$ cat src/rtl/pio_bus_if.sv
// pio_bus_if: command/response handshake plus PIO register bus (sel/RW/addr/wdata/rdata/busy)
interface pio_bus_if #(
    parameter int ADDR_W = 12,
    parameter int DATA_W = 32
);
    logic              cmd_valid;
    logic              cmd_ready;
    logic              cmd_write;
    logic [ADDR_W-1:0] cmd_addr;
    logic [DATA_W-1:0] cmd_wdata;
    logic              rsp_valid;
    logic              rsp_ready;
    logic              rsp_write;
    logic              rsp_err;
    logic [DATA_W-1:0] rsp_rdata;
    logic              sel;
    logic              RW;
    logic [ADDR_W-1:0] addr;
    logic [DATA_W-1:0] wdata;
    logic [DATA_W-1:0] rdata;
    logic              busy;
    modport master (
        input  cmd_valid, cmd_write, cmd_addr, cmd_wdata, rsp_ready, rdata, busy,
        output cmd_ready, rsp_valid, rsp_write, rsp_err, rsp_rdata, sel, RW, addr, wdata
    );
    modport slave (
        output cmd_valid, cmd_write, cmd_addr, cmd_wdata, rsp_ready, rdata, busy,
        input  cmd_ready, rsp_valid, rsp_write, rsp_err, rsp_rdata, sel, RW, addr, wdata
    );
endinterface

$ cat src/rtl/pio_bus_master.sv
// pio_bus_master: FIFO-buffered PIO bus initiator (clk, reset, bus: cmd in -> sel/RW/addr/wdata bus -> rsp out, busy timeout)
module pio_bus_master #(
    parameter int ADDR_W    = 12,
    parameter int DATA_W    = 32,
    parameter int CMD_DEPTH = 4,
    parameter int TIMEOUT   = 255
) (
    input logic       clk,
    input logic       reset,
    pio_bus_if.master bus
);
    localparam int PW = $clog2(CMD_DEPTH);
    localparam int FW = $clog2(CMD_DEPTH + 1);
    localparam int TW = $clog2(TIMEOUT + 1);
    localparam logic [1:0] IDLE = 2'd0, REQ = 2'd1, RDCAP = 2'd2, RESP = 2'd3;
    logic [1:0]        state;
    logic [FW-1:0]     count;
    logic [PW-1:0]     wp, rp;
    logic [TW-1:0]     cnt;
    logic              mem_write [CMD_DEPTH];
    logic [ADDR_W-1:0] mem_addr  [CMD_DEPTH];
    logic [DATA_W-1:0] mem_wdata [CMD_DEPTH];
    logic              push, pop, empty, done;
    assign bus.cmd_ready = count != FW'(CMD_DEPTH);
    always_comb begin
        empty = count == '0;
        push  = bus.cmd_valid && bus.cmd_ready;
        pop   = !empty && (state == IDLE || (state == RESP && bus.rsp_ready));
        done  = !bus.busy || cnt == TW'(TIMEOUT - 1);
    end
    always_ff @(posedge clk) begin
        if (push) begin
            mem_write[wp] <= bus.cmd_write;
            mem_addr[wp]  <= bus.cmd_addr;
            mem_wdata[wp] <= bus.cmd_wdata;
        end
    end
    always_ff @(posedge clk or posedge reset) begin
        if (reset) begin
            state         <= IDLE;
            count         <= '0;
            wp            <= '0;
            rp            <= '0;
            cnt           <= '0;
            bus.sel       <= 1'b0;
            bus.RW        <= 1'b0;
            bus.addr      <= '0;
            bus.wdata     <= '0;
            bus.rsp_valid <= 1'b0;
            bus.rsp_write <= 1'b0;
            bus.rsp_err   <= 1'b0;
            bus.rsp_rdata <= '0;
        end else begin
            count <= count + FW'(push) - FW'(pop);
            if (push) wp <= wp + 1'b1;
            if (pop) rp <= rp + 1'b1;
            case (state)
                REQ: begin
                    if (done) begin
                        bus.sel       <= 1'b0;
                        bus.RW        <= 1'b0;
                        bus.addr      <= '0;
                        bus.wdata     <= '0;
                        bus.rsp_err   <= bus.busy;
                        bus.rsp_write <= bus.RW;
                        bus.rsp_rdata <= '0;
                        bus.rsp_valid <= bus.busy || bus.RW;
                        state         <= (bus.busy || bus.RW) ? RESP : RDCAP;
                    end else begin
                        cnt <= cnt + 1'b1;
                    end
                end
                RDCAP: begin
                    bus.rsp_rdata <= bus.rdata;
                    bus.rsp_valid <= 1'b1;
                    bus.rsp_err   <= 1'b0;
                    bus.rsp_write <= 1'b0;
                    state         <= RESP;
                end
                RESP: begin
                    if (bus.rsp_ready) begin
                        bus.rsp_valid <= 1'b0;
                        bus.rsp_write <= 1'b0;
                        bus.rsp_err   <= 1'b0;
                        bus.rsp_rdata <= '0;
                        state         <= IDLE;
                    end
                end
                default: ;
            endcase
            if (pop) begin
                state     <= REQ;
                cnt       <= '0;
                bus.sel   <= 1'b1;
                bus.RW    <= mem_write[rp];
                bus.addr  <= mem_addr[rp];
                bus.wdata <= mem_wdata[rp];
            end
        end
    end
endmodule

$ cat src/flat_wrapper.sv
// flat-port wrapper written by rule: the top's interface ports become plain ports
module pio_bus_master_flat 
#(
    parameter int ADDR_W    = 12,
    parameter int DATA_W    = 32,
    parameter int CMD_DEPTH = 4,
    parameter int TIMEOUT   = 255
)
  (clk, reset, bus_cmd_valid, bus_cmd_write, bus_cmd_addr, bus_cmd_wdata, bus_rsp_ready, bus_rdata, bus_busy, bus_cmd_ready, bus_rsp_valid, bus_rsp_write, bus_rsp_err, bus_rsp_rdata, bus_sel, bus_RW, bus_addr, bus_wdata);
  pio_bus_if #(.ADDR_W(ADDR_W), .DATA_W(DATA_W)) bus_i ();
  input logic clk;
  input logic reset;
  input wire logic [$bits(bus_i.cmd_valid)-1:0] bus_cmd_valid;
  input wire logic [$bits(bus_i.cmd_write)-1:0] bus_cmd_write;
  input wire logic [$bits(bus_i.cmd_addr)-1:0] bus_cmd_addr;
  input wire logic [$bits(bus_i.cmd_wdata)-1:0] bus_cmd_wdata;
  input wire logic [$bits(bus_i.rsp_ready)-1:0] bus_rsp_ready;
  input wire logic [$bits(bus_i.rdata)-1:0] bus_rdata;
  input wire logic [$bits(bus_i.busy)-1:0] bus_busy;
  output wire logic [$bits(bus_i.cmd_ready)-1:0] bus_cmd_ready;
  output wire logic [$bits(bus_i.rsp_valid)-1:0] bus_rsp_valid;
  output wire logic [$bits(bus_i.rsp_write)-1:0] bus_rsp_write;
  output wire logic [$bits(bus_i.rsp_err)-1:0] bus_rsp_err;
  output wire logic [$bits(bus_i.rsp_rdata)-1:0] bus_rsp_rdata;
  output wire logic [$bits(bus_i.sel)-1:0] bus_sel;
  output wire logic [$bits(bus_i.RW)-1:0] bus_RW;
  output wire logic [$bits(bus_i.addr)-1:0] bus_addr;
  output wire logic [$bits(bus_i.wdata)-1:0] bus_wdata;
  assign bus_i.cmd_valid = bus_cmd_valid;
  assign bus_i.cmd_write = bus_cmd_write;
  assign bus_i.cmd_addr = bus_cmd_addr;
  assign bus_i.cmd_wdata = bus_cmd_wdata;
  assign bus_i.rsp_ready = bus_rsp_ready;
  assign bus_i.rdata = bus_rdata;
  assign bus_i.busy = bus_busy;
  assign bus_cmd_ready = bus_i.cmd_ready;
  assign bus_rsp_valid = bus_i.rsp_valid;
  assign bus_rsp_write = bus_i.rsp_write;
  assign bus_rsp_err = bus_i.rsp_err;
  assign bus_rsp_rdata = bus_i.rsp_rdata;
  assign bus_sel = bus_i.sel;
  assign bus_RW = bus_i.RW;
  assign bus_addr = bus_i.addr;
  assign bus_wdata = bus_i.wdata;
  pio_bus_master #(.ADDR_W(ADDR_W), .DATA_W(DATA_W), .CMD_DEPTH(CMD_DEPTH), .TIMEOUT(TIMEOUT)) u_core (.clk(clk), .reset(reset), .bus(bus_i));
endmodule
$ cat config.mk
export PLATFORM = sky130hd
export DESIGN_NAME = pio_bus_master_flat
export DESIGN_NICKNAME = d
export VERILOG_FILES = /design/src/rtl/pio_bus_if.sv /design/src/rtl/pio_bus_master.sv /design/src/flat_wrapper.sv
export SDC_FILE = /design/constraint.sdc
export NUM_CORES = 1
export LEC_CHECK = 0
export ABC_AREA = 1
export CAP_MARGIN = 10
export CORE_ASPECT_RATIO = 0.6
export CORE_MARGIN = 5
export CORE_UTILIZATION = 58
export DETAILED_ROUTE_END_ITERATION = 7
export GPL_TIMING_DRIVEN = 1
export PLACE_DENSITY = 0.85
export SYNTH_ARGS = -nofsm -noshare
export SYNTH_HDL_FRONTEND = slang
export SYNTH_SLANG_ARGS = --single-unit
$ cat constraint.sdc
create_clock -name clk -period 6.65 [get_ports clk]
set_input_delay 0.9975 -clock clk [delete_from_list [all_inputs] [get_ports clk]]
set_output_delay 0.9975 -clock clk [all_outputs]
set_load 0.005 [all_outputs]
==> results.md, run 1 <==
- The cts-stage hold buffer count is 0.
- The cell at the root of the clock tree is sky130_fd_sc_hd__clkbuf_16.
- In this run the post-CTS setup repair buffer count came out at 0.
- Leaving out fill and tap cells, the most frequent cell in the layout is sky130_fd_sc_hd__nand2_1.
- The tree built by TritonCTS fans out to 278 sinks.
- The sequential area share after synthesis is 70.6%.
- The tightest min-delay check is of the reg -> reg type.
- The startpoint class of the critical path is a primary input.
- The number of instances resized during post-cts repair is 0.
- Across the routed clock network, the largest skew measured is 25.2 ps.
- The detailed router placed 7,522 vias in this run.
- The depth of the CTS H-tree is 1.
- The area of the multi-input gates is 0.00286 sq mm.
- The worst setup path is captured at a flop.
- The type of the worst setup path is in -> reg.
- Setup repair after global routing left no endpoint under its margin.
- The layout has 1,300 filler cells.
- The worst slack after detailed placement is 2450 ps.
- The area growth from synthesis to layout is 21.8%.
- The number of violations of the max-capacitance limit is 0.
- Leaving out fill and tap cells, the most frequent cells in the layout are sky130_fd_sc_hd__nand2_1, sky130_fd_sc_hd__edfxtp_1, sky130_fd_sc_hd__clkdlybuf4s50_1, sky130_fd_sc_hd__nor2_1.
- The normalized max-slew margin is 36.4%.
- The clock slew at the register clock pins of the worst setup and hold paths is 60 ps.
- The count of synthesis-stage warnings from yosys is 0.
- The cell class contributing the biggest share of worst-path delay is buffers and inverters.
- Summing all placed instances gives a cell area of 0.0128 sq mm.
- The number of buffers and inverters on the critical path is 5.
- Setup violations remaining at the end of the flow were counted as 0.
- The largest vdd supply drop is 0.307 mV.
- The post-detailed-placement half-perimeter wirelength is 15.1 mm.
- Once detail routing completed, the nets flagged for antenna violations numbered 0.
- The analysis attributes to cell leakage a power of 5.23 nW.
- After detailed routing, the total wire length is 24.9 mm.
- The initial utilization of the core area, before any placement, comes to 58.8%.
- After detailed routing, the average wire length per cell comes to 18.6 um.
- In this run the mean area of a mapped cell was 12.0 sq um.
- The die is 117 um tall.
- Derived from the worst setup path, the maximum achievable clock frequency is 272 MHz.
- At the pin with the least slew margin, the transition time is 952 ps.
- The sequential cells in the finished layout cover a total of 0.00786 sq mm.
- The flow ran to the end, and the final reports show no timing, DRC or antenna violations.
- For this run, the detailed router's first-pass iteration total came to 5.
- The floorplan step defined a core boundary enclosing 0.0189 sq mm.
- The number of placement rows is 39.
- The max-slew violation count is 0.
- Counting I/O delays and the setup requirement, the final critical path takes 3670 ps.
- Entering global routing, the biggest net connects 92 pins.
- The cell area that synthesis handed to floorplanning was 0.0111 sq mm.
- The register bit count reported by yosys is 278.
- Cells fill 71.6% of the core in the end.
- In this design, the stage delay of the slowest critical-path cell is 590 ps.
- TritonCTS built the clock tree.
- The total overflow left after global routing is 0.
- After routing, the total negative slack on setup checks comes to 0 ps.
- The post-synth net total is 1,026.
- In the final design database the tool counted 1,170 nets.
- The number of primary I/O pins is 164.
- Dividing the final minimum period by the clock period gives 55.2%.
- The final hold violation count is 0.
- The final worst setup slack is 2980 ps.
- Data arrives at the worst endpoint at 4060 ps.
- Buffers inserted during clock tree synthesis total 24.
- STA puts the critical path data required time at 7040 ps.
- The finished cells cover 0.0136 sq mm.
- The peak fanout along the critical path is 62.
- The number of antenna violations at the first check in global routing came to 1.
- The remaining routing DRC violations is 0.
- The die covers 0.0222 sq mm.
- The worst hold slack after final layout is 476 ps.
- The wire length of the first global-routing pass is 39.6 mm.
- The number of buffers added on ports is 163.
- The gate count of the mapped netlist is 929.
- In this run the horizontal extent of the chip is 189 um.
- At the end of routability-driven placement, the weighted congestion stood at 0.762.
- The number of violations reported at the end of detailed-routing iteration 0 is 625.
- Of the cells placed in the final design, the portion with a size suffix greater than 1 is 8.25%.
- Global routing used 22.0% of the available tracks across all layers.
- The number of global-route vias before repair is 7,410.
- After detailed routing, the number of vias per cell comes to 5.62.
- The maximum clock insertion buffer count is 3.
- After synthesis, the netlist uses 29 different library cells.
- In this run the power density over the cells is 454 mW/mm^2.
- The slowest cell on the critical path is sky130_fd_sc_hd__buf_4.
- The critical path goes through clkdlybuf4s50_1 -> a21o_1 -> nand2_2 -> buf_4 -> inv_2 -> ha_1 -> inv_1 -> ha_1 -> inv_1 -> fa_1 -> xnor2_1.
- The clock latency on the worst-skew pair is 530 ps.
## path summary, 6_finish.rpt
path | start | endpoint | slack, ps | depth (start not counted)
min in group asynchronous | reset | u_core.bus.rsp_rdata[19]$_DFFE_PP0P_ | 860 | 2
max in group asynchronous | reset | u_core.rp[1]$_DFFE_PP0P_ | 4560 | 3
hold reg to reg | u_core.bus.sel$_DFFE_PP0P_ | u_core.bus.sel$_DFFE_PP0P_ | 480 | 2
hold / removal | u_core.bus.sel$_DFFE_PP0P_ | u_core.bus.sel$_DFFE_PP0P_ | 480 | 2
setup / recovery | bus_rsp_ready | u_core.count[2]$_DFF_PP0_ | 2980 | 11
setup reg to reg | u_core.state[0]$_DFFE_PP0P_ | u_core.count[2]$_DFF_PP0_ | 3170 | 11
## where the power goes
part / leakage [nW] / switching [mW] / total, mW / internal [mW]
Clock: 0.339 / 0.619 / 1.29 / 0.675
Sequential: 2.92 / 0.239 / 2.58 / 2.35
Combinational: 1.97 / 1.40 / 2.29 / 0.883
Total: 5.23 / 2.26 / 6.16 / 3.90
## layer usage
layer  vias up  GRT usage, %  part of all wire, %
met5         -             0                    0
met2       312          35.5                   49
li1       3509             -                    -
met1      3665          31.6                   43
met4         0          5.51                  1.6
met3        36          4.04                  7.1
## synth_stat cells (all sizes together)
cell type | n | share of area [%]
nand4 | 1 | 0.056
fa | 1 | 0.18
o22ai | 45 | 2.5
ha | 14 | 1.6
buf | 26 | 1.9
xnor2 | 2 | 0.16
edfxtp | 180 | 49
inv | 27 | 0.91
clkbuf | 29 | 1.2
a21o | 1 | 0.067
nand3b | 2 | 0.13
dfrtp | 98 | 22
xor2 | 4 | 0.31
nand2 | 200 | 7.2
o21ai | 133 | 6.7
nor2 | 107 | 3.7
nand3 | 58 | 2.7
and3b | 1 | 0.079
## registers in the layout (all words and copies together), names as in the netlist
register / count
u_core.wp: 2
u_core.bus.rsp_write: 1
u_core.cnt: 8
u_core.bus.rsp_rdata: 32
u_core.bus.addr: 12
u_core.state: 2
u_core.bus.wdata: 32
u_core.bus.RW: 1
u_core.bus.rsp_err: 1
u_core.mem_wdata: 128
u_core.bus.rsp_valid: 1
u_core.mem_write: 4
u_core.count: 3
u_core.bus.sel: 1
u_core.mem_addr: 48
u_core.rp: 2
## worst register-to-register path, cell delays in order, from the launching register on
cell and delay [ps]:
sky130_fd_sc_hd__dfrtp_1 430, sky130_fd_sc_hd__ha_1 270, sky130_fd_sc_hd__a21o_1 200, sky130_fd_sc_hd__nand2_2 50
sky130_fd_sc_hd__buf_4 590, sky130_fd_sc_hd__inv_2 610, sky130_fd_sc_hd__ha_1 480, sky130_fd_sc_hd__inv_1 60
sky130_fd_sc_hd__ha_1 130, sky130_fd_sc_hd__inv_1 50, sky130_fd_sc_hd__fa_1 370, sky130_fd_sc_hd__xnor2_1 140
## kinds of logic after synthesis
| logic type | synth area share, % |
|---|---|
| xor gates and xnor gates | 0.472 |
| and+or+nand+nor | 13.9 |
| DFF | 70.6 |
| adders and majority gates | 1.75 |
| buffers and inverters | 4.02 |
| AOI/OAI and AO/OA | 9.31 |
## cell type report
type	count	share of cell area (%)
Multi-Input combinational cell	569	21.1
Sequential cell	278	57.9
Timing Repair Buffer	173	12.6
Clock buffer	29	4.57
Tap cell	246	2.27
Inverter	27	0.766
Antenna cell	1	0.0184
Clock inverter	15	0.766
## stage by stage
stage | cells | power, mW
floorplan | 929 | 4.06
global placement | 1293 | 4.79
detailed placement | 1293 | 4.89
CTS | 1337 | 6.19
global route | 1338 | 6.56
finish | 1338 | 6.16
Power figures use the tool's default switching activity.
==> run 2: changes to the inputs <==
- CORE_UTILIZATION: 58 -> 49
- PLACE_DENSITY: 0.85 -> 0.76
- clock period: 6.65 -> 3.05 ns (I/O delays scaled with it)
==> results.md, run 2 (synthesis results as in run 1) <==
- The clock slew at the register clock pins of the worst setup and hold paths is 60 ps (about the same).
- The total congestion overflow after global routing came to 0 (unchanged).
- Setup repair after global routing left no endpoint under its margin.
- The number of nets in the layout is 1,176 (+0.51%).
- The worst setup path is launched from a flop.
- The register with the most flip-flops in the final layout is u_core.mem_wdata.
- The normalized max-slew margin is 39.6% (+3.2 points).
- The startpoint of the worst setup timing path is u_core.state[0]$_DFFE_PP0P_.
- The cell count of the worst reg-to-reg path is 8 (-3).
- The setup TNS is 0 ps (unchanged).
- The cell-internal power came to 9.15 mW (+130%).
- The classification of the worst-slack hold path is in -> async.
- In this run the critical register-to-register path is captured at u_core.cnt[3]$_DFFE_PP0P_.
- The overall track demand over capacity in global routing is 19.2% (-2.8 points).
- The library cells used most frequently in the layout, excluding fill and tap cells, are sky130_fd_sc_hd__nand2_1, sky130_fd_sc_hd__edfxtp_1, sky130_fd_sc_hd__clkdlybuf4s50_1, sky130_fd_sc_hd__nor2_1.
- The first-pass detailed-route iteration total is 4 (-1).
- The run finished with clean final reports.
- The flop-to-flop setup slack is 750 ps (-2420 ps).
- The depth of the CTS H-tree is 1 (unchanged).
- The number of violations reported at the end of detailed-routing iteration 0 is 562 (-10%).
- The worst setup path is of the reg -> reg kind.
- The placeable core area is 0.0222 sq mm (+17%).
- The peak fanout along the critical path is 61 (-1.6%).
- The maximum clock insertion buffer count came to 3 (unchanged).
- The finished layout cell area is 0.0139 sq mm (+2.5%).
- The overall die width is 205 um (+8.3%).
- The number of primary I/O pins was 164 (unchanged).
- The flip-flop count of the largest register, all copies and words added came to 128 (unchanged).
- The power per cell area is 1010 mW/mm^2 (+120%).
- The cell total after placement came to 1,360 (+5.2%).
- The routability-driven placement congestion ratio is 0.755 (-0.97%).
- The number of antenna violations at the first check in global routing is 0 (-1).
- The worst setup skew after layout is 6.46 ps (-18.7 ps).
- The minimum period implied by the final worst setup slack is 2300 ps.
- The number of buffers added on ports came to 163 (unchanged).
- The diode insertion count for antenna repair came to 0 (-1).
- The final hold violation count is 0 (unchanged).
- The portion of total power attributed to the clock network is 23.4% (+2.4 points).
- The post-detailed-placement half-perimeter wirelength is 15.2 mm (+0.86%).
- The endpoint class of the critical path is a flop.
- The cell at the root of the clock tree is sky130_fd_sc_hd__clkbuf_16.
- The post-route total power was 14.1 mW (+130%).
- The total length of routed wires is 25.1 mm (+0.79%).
- The sequential share of power is 39.4% (-2.5 points).
- The number of nets still failing antenna checks after routing came to 0 (unchanged).
- The number of instances resized during post-cts repair is 0 (unchanged).
- The remaining routing DRC violations is 0 (unchanged).
- The timing-limited maximum frequency is 435 MHz.
- The number of standard cells in the layout, taps in and fillers out is 1,405 (+5.0%).
- The slew at the pin closest to its max-slew limit came to 906 ps (-46.2 ps).
- The post-detailed-placement cell area is 0.0130 sq mm (+1.6%).
- From synthesis to final layout, the design area changed by 24.9%.
- The final count of negative-setup-slack endpoints is 0 (unchanged).
- The cts-stage hold buffer count came to 0 (unchanged).
- The average wire per standard cell is 17.9 um (-4.0%).
- The total via count after detailed routing was 7,464 (-0.77%).
- The number of violations of the max-capacitance limit is 0 (unchanged).
- The launch instance of the worst register-to-register path is u_core.state[0]$_DFFE_PP0P_.
- Leaving out fill and tap cells, the most frequent cell in the layout is sky130_fd_sc_hd__nand2_1.
- The largest vdd supply drop came to 0.509 mV (+66%).
- The fraction of layout instances using a drive strength above 1 was 8.48% (+0.23 points).
- The clock tree from TritonCTS is done.
- The max-slew violation count came to 0 (unchanged).
- The count of buffers added by post-CTS timing repair for setup came to 0 (unchanged).
- The wire length of the first global-routing pass is 40.2 mm (+1.6%).
- The detail-routed via count per cell is 5.31 (-5.5%).
- The number of clock sinks is 278 (unchanged).
- The floorplan die height was 127 um (+8.0%).
- The clock latency on the worst-skew pair is 510 ps (-20 ps).
- The number of placement rows is 42 (+7.7%).
- The switching part of the total power was 34.9% (-1.8 points).
- The number of buffers created by CTS came to 25 (+4.2%).
- After layout, the worst path uses 75.4% of the clock period.
- The pin count of the biggest net entering global routing is 92 (unchanged).
- The largest registers in the layout are u_core.mem_wdata: 128 flops, u_core.mem_addr: 48 flops.
- The endpoint required time on the critical path came to 3480 ps (-3560 ps).
- The critical path endpoint is u_core.cnt[3]$_DFFE_PP0P_.
- The signal arrival time at the worst endpoint was 2730 ps (-1330 ps).
- The share of total power in combinational logic is 37.2% (about the same).
- The number of global-route vias before repair was 7,396 (-0.19%).
- The reported leakage power came to 5.36 nW (+2.6%).
- The die outline area is 0.0259 sq mm (+17%).
- The switching power of the nets is 4.90 mW (+120%).
- The effective utilization at floorplan is 50.2% (-8.6 points).
==> run 2: power groups by stage <==
| stage | logic, mW | clock network (mW) | registers (mW) |
|---|---|---|---|
| 5_1_grt | 5.81 | 3.52 | 5.64 |
| 6_report | 5.22 | 3.29 | 5.54 |
| 3_5_place_dp | 5.23 | 0 | 5.60 |
| 4_1_cts | 5.28 | 3.35 | 5.54 |
| 2_1_floorplan | 3.26 | 0 | 5.60 |
| 3_3_place_gp | 5.11 | 0 | 5.58 |
==> run 2: layer usage <==
metal  part of all wire (%)  track usage [%]  vias to the layer above
met2                     45             29.4                      236
met3                    6.7             3.44                       36
met4                    1.8             4.13                        0
met1                     46             29.1                     3659
met5                      0                0                        -
li1                       -                -                     3533
==> run 2: metrics by stage <==
stage	setup slack [ps]	utilization, %	hold slack (ps)
after floorplan	8.90	-	465
after global placement	685	58.8	460
after detailed placement	596	58.8	467
after CTS	756	62.7	379
after global routing	507	62.7	415
final	749	62.7	358
==> run 2: cell type report <==
| class | instances | area (sq um) |
|---|---|---|
| Clock inverter | 8 | 136 |
| Fill cell | 1760 | 8270 |
| Multi-Input combinational cell | 569 | 2860 |
| Tap cell | 308 | 385 |
| Inverter | 27 | 104 |
| Sequential cell | 278 | 7860 |
| Timing Repair Buffer | 178 | 1830 |
| Clock buffer | 37 | 731 |
==> run 2: worst max-delay path, cell delays in order (launching register included) <==
cell and delay [ps]:
sky130_fd_sc_hd__dfrtp_1 430, sky130_fd_sc_hd__ha_1 270, sky130_fd_sc_hd__a21o_1 210, sky130_fd_sc_hd__nand2_2 70
sky130_fd_sc_hd__buf_4 590, sky130_fd_sc_hd__nand2_1 240, sky130_fd_sc_hd__nand2_4 240, sky130_fd_sc_hd__nand2_1 80
sky130_fd_sc_hd__o21ai_0 80
==> run 2: worst min path at each step <==
| stage | to | depth (start not counted) |
|---|---|---|
| after global placement | u_core.bus.sel$_DFFE_PP0P_ | 2 |
| after global routing | u_core.bus.rsp_rdata[27]$_DFFE_PP0P_ | 2 |
| after floorplan | u_core.bus.sel$_DFFE_PP0P_ | 2 |
| final | u_core.bus.rsp_rdata[22]$_DFFE_PP0P_ | 2 |
| after detailed placement | u_core.bus.rsp_rdata[18]$_DFFE_PP0P_ | 2 |
| after CTS | u_core.bus.wdata[22]$_DFFE_PP0P_ | 2 |
==> run 3: changes to the inputs <==
- CORE_UTILIZATION: 49 -> 54
- PLACE_DENSITY: 0.76 -> 0.79
- clock period: 3.05 -> 2.3 ns (I/O delays scaled with it)
==> results.md, run 3 (synthesis results as in run 1) <==
- The run finished with clean final reports.
- The effective utilization at floorplan was 55.3% (+5.1 points).
- The first-pass detailed-route iteration total was 5 (+1).
- The worst path buffer plus inverter count is 4 (+3).
- The total via count after detailed routing came to 7,611 (+2.0%).
- The largest vdd supply drop is 0.829 mV (+63%).
- The normalized max-slew margin is 58.6% (+19 points).
- The overall die width is 195 um (-4.5%).
- The area growth from synthesis to layout is 25.2%.
- The clock latency on the worst-skew pair is 520 ps (about the same).
- The clock slew at the register clock pins of the worst setup and hold paths is 70 ps (about the same).
- The startpoint class of the critical path is a flop.
- The worst slack after detailed placement was 84.7 ps (-512 ps).
- The number of violations of the max-capacitance limit is 0 (unchanged).
- The pin count of the biggest net entering global routing was 92 (unchanged).
- The number of primary I/O pins is 164 (unchanged).
- The overall track demand over capacity in global routing came to 21.5% (+2.3 points).
- The number of clock sinks is 278 (unchanged).
- The post-route total power is 18.5 mW (+31%).
- The tree is rooted in a sky130_fd_sc_hd__clkbuf_16.
- The die outline area is 0.0237 sq mm (-8.7%).
- The wire length of the first global-routing pass is 40.9 mm (+1.7%).
- The critical path goes through inv_1 -> ha_1 -> a21o_1 -> nand2_2 -> inv_2 -> ha_1 -> inv_1 -> ha_1 -> inv_1 -> fa_1 -> xnor2_1.
- The max-slew violation count was 0 (unchanged).
- The minimum period implied by the final worst setup slack came to 2160 ps (-145 ps).
- The total length of routed wires was 25.9 mm (+3.0%).
- The endpoint class of the critical path is a flop.
- The fill cell instance count of the final layout is 1,420 (-19%).
- The flip-flop count of the largest register, all copies and words added is 128 (unchanged).
- The number of antenna violations at the first check in global routing is 2 (+2).
- The number of violations reported at the end of detailed-routing iteration 0 came to 539 (-4.1%).
- TritonCTS built the clock tree.
- The diode insertion count for antenna repair is 0 (unchanged).
- The number of nets in the layout came to 1,191 (+1.3%).
- The floorplan die height was 121 um (-4.4%).
- The number of buffers added on ports came to 163 (unchanged).
- Setup repair after global routing left no endpoint under its margin.
- The timing-limited maximum frequency came to 464 MHz (+6.7%).
- The endpoint required time on the critical path is 2700 ps (-780 ps).
- The remaining routing DRC violations came to 0 (unchanged).
- The final worst setup slack is 144 ps (-605 ps).
- The fraction of layout instances using a drive strength above 1 is 9.70% (+1.2 points).
- The slew at the pin closest to its max-slew limit was 620 ps (-286 ps).
- The type of the worst setup path is reg -> reg.
- The worst setup skew after layout is 19.2 ps (+12.7 ps).
- The share of the clock period used by the worst path came to 93.7% (+18 points).
- The most common cell after layout, fill and taps aside is sky130_fd_sc_hd__nand2_1.
- The finished layout cell area is 0.0139 sq mm (+0.25%).
- The final count of negative-setup-slack endpoints is 0 (unchanged).
- The maximum clock insertion buffer count is 3 (unchanged).
- The detail-routed via count per cell is 5.49 (+3.4%).
- The total congestion overflow after global routing is 0 (unchanged).
- The average wire per standard cell came to 18.7 um (+4.4%).
- The number of global-route vias before repair came to 7,630 (+3.2%).
- Broken down by cell family, the worst path's largest delay share belongs to adder cells.
- The register with the most flip-flops is u_core.mem_wdata.
- Leaving out fill and tap cells, the most frequent cells in the layout are sky130_fd_sc_hd__nand2_1, sky130_fd_sc_hd__edfxtp_1, sky130_fd_sc_hd__clkdlybuf4s50_1, sky130_fd_sc_hd__nor2_1.
- The worst hold path belongs to the class in -> async.
- The routability-driven placement congestion ratio was 0.796 (+5.4%).
- The post-detailed-placement cell area is 0.0132 sq mm (+0.92%).
- The placeable core area is 0.0201 sq mm (-9.3%).
- The number of nets still failing antenna checks after routing was 0 (unchanged).
- The reported leakage power is 5.40 nW (+0.75%).
- The depth of the CTS H-tree is 1 (unchanged).
- The final hold violation count came to 0 (unchanged).
- The worst stage delay on the critical path is 440 ps (-150 ps).
- The area taken by flip-flops and latches was 0.00786 sq mm (unchanged).
- The number of buffers created by CTS was 25 (unchanged).
- The count of buffers added by post-CTS timing repair for setup is 0 (unchanged).
- The largest registers in the layout are u_core.mem_wdata: 128 flops, u_core.mem_addr: 48 flops.
- The power per cell area is 1320 mW/mm^2 (+31%).
- The post-detailed-placement half-perimeter wirelength was 16.1 mm (+6.0%).
- The area of the multi-input gates is 0.00286 sq mm (unchanged).
- The slowest cell on the critical path is sky130_fd_sc_hd__dfrtp_1.
- The peak fanout along the critical path is 5 (-92%).
- The signal arrival time at the worst endpoint was 2560 ps (-170 ps).
- The number of placement rows is 40 (-4.8%).
-- run 3: changes by cell type in the layout (fill, tap and decap cells not counted), moves of 2 or more --
cell,delta
sky130_fd_sc_hd__buf_12,+4
sky130_fd_sc_hd__buf_4,+10
sky130_fd_sc_hd__bufinv_16,-3
sky130_fd_sc_hd__clkbuf_1,+3
sky130_fd_sc_hd__clkbuf_8,-3
sky130_fd_sc_hd__clkinv_1,-2
sky130_fd_sc_hd__clkinv_2,+3
sky130_fd_sc_hd__clkinvlp_4,+3
-- run 3: final timing paths --
kind | from | endpoint | slack (ps) | depth (start not counted)
worst max-delay path | u_core.state[0]$_DFFE_PP0P_ | u_core.count[2]$_DFF_PP0_ | 140 | 11
worst min-delay path | reset | u_core.bus.rsp_rdata[23]$_DFFE_PP0P_ | 240 | 2
worst max register to register | u_core.state[0]$_DFFE_PP0P_ | u_core.count[2]$_DFF_PP0_ | 140 | 11
worst min register to register | u_core.bus.sel$_DFFE_PP0P_ | u_core.bus.sel$_DFFE_PP0P_ | 470 | 2
max in group asynchronous | reset | u_core.bus.rsp_rdata[5]$_DFFE_PP0P_ | 1420 | 3
min in group clk | bus_rdata[8] | u_core.bus.rsp_rdata[8]$_DFFE_PP0P_ | 380 | 3
-- run 3: stage by stage --
stage	TNS, ps	hold WS [ps]	util, %	cells
after floorplan	-133400	444	-	929
after global placement	0	455	65.4	1340
after detailed placement	0	460	65.4	1340
after CTS	0	260	69.3	1386
after global routing	0	284	69.3	1386
final	0	244	69.3	1386
-- run 3: metal layers --
metal	share of wire [%]	global-route usage, %
met5	0.097	0
met4	1.6	4.32
met3	7.0	3.97
met2	48	35.3
met1	43	30.6
-- run 3: report_power, final --
part	total (mW)	leakage, nW	switching, mW	internal, mW
logic	7.13	2.11	4.24	2.89
clock network	3.96	0.376	1.74	2.23
registers	7.38	2.92	0.604	6.77
total	18.5	5.40	6.58	11.9
-- run 3: area by class of cell --
class	count	share of cell area, %
Clock buffer	37	5.03
Timing Repair Buffer	193	14.3
Multi-Input combinational cell	569	20.5
Sequential cell	278	56.4
Inverter	27	0.754
Tap cell	273	2.45
Clock inverter	9	0.556
-- run 3: timing repair --
item,CTS,global route
hold buffers,0,0
resized for setup,0,1
endpoints found under the setup margin,0,2
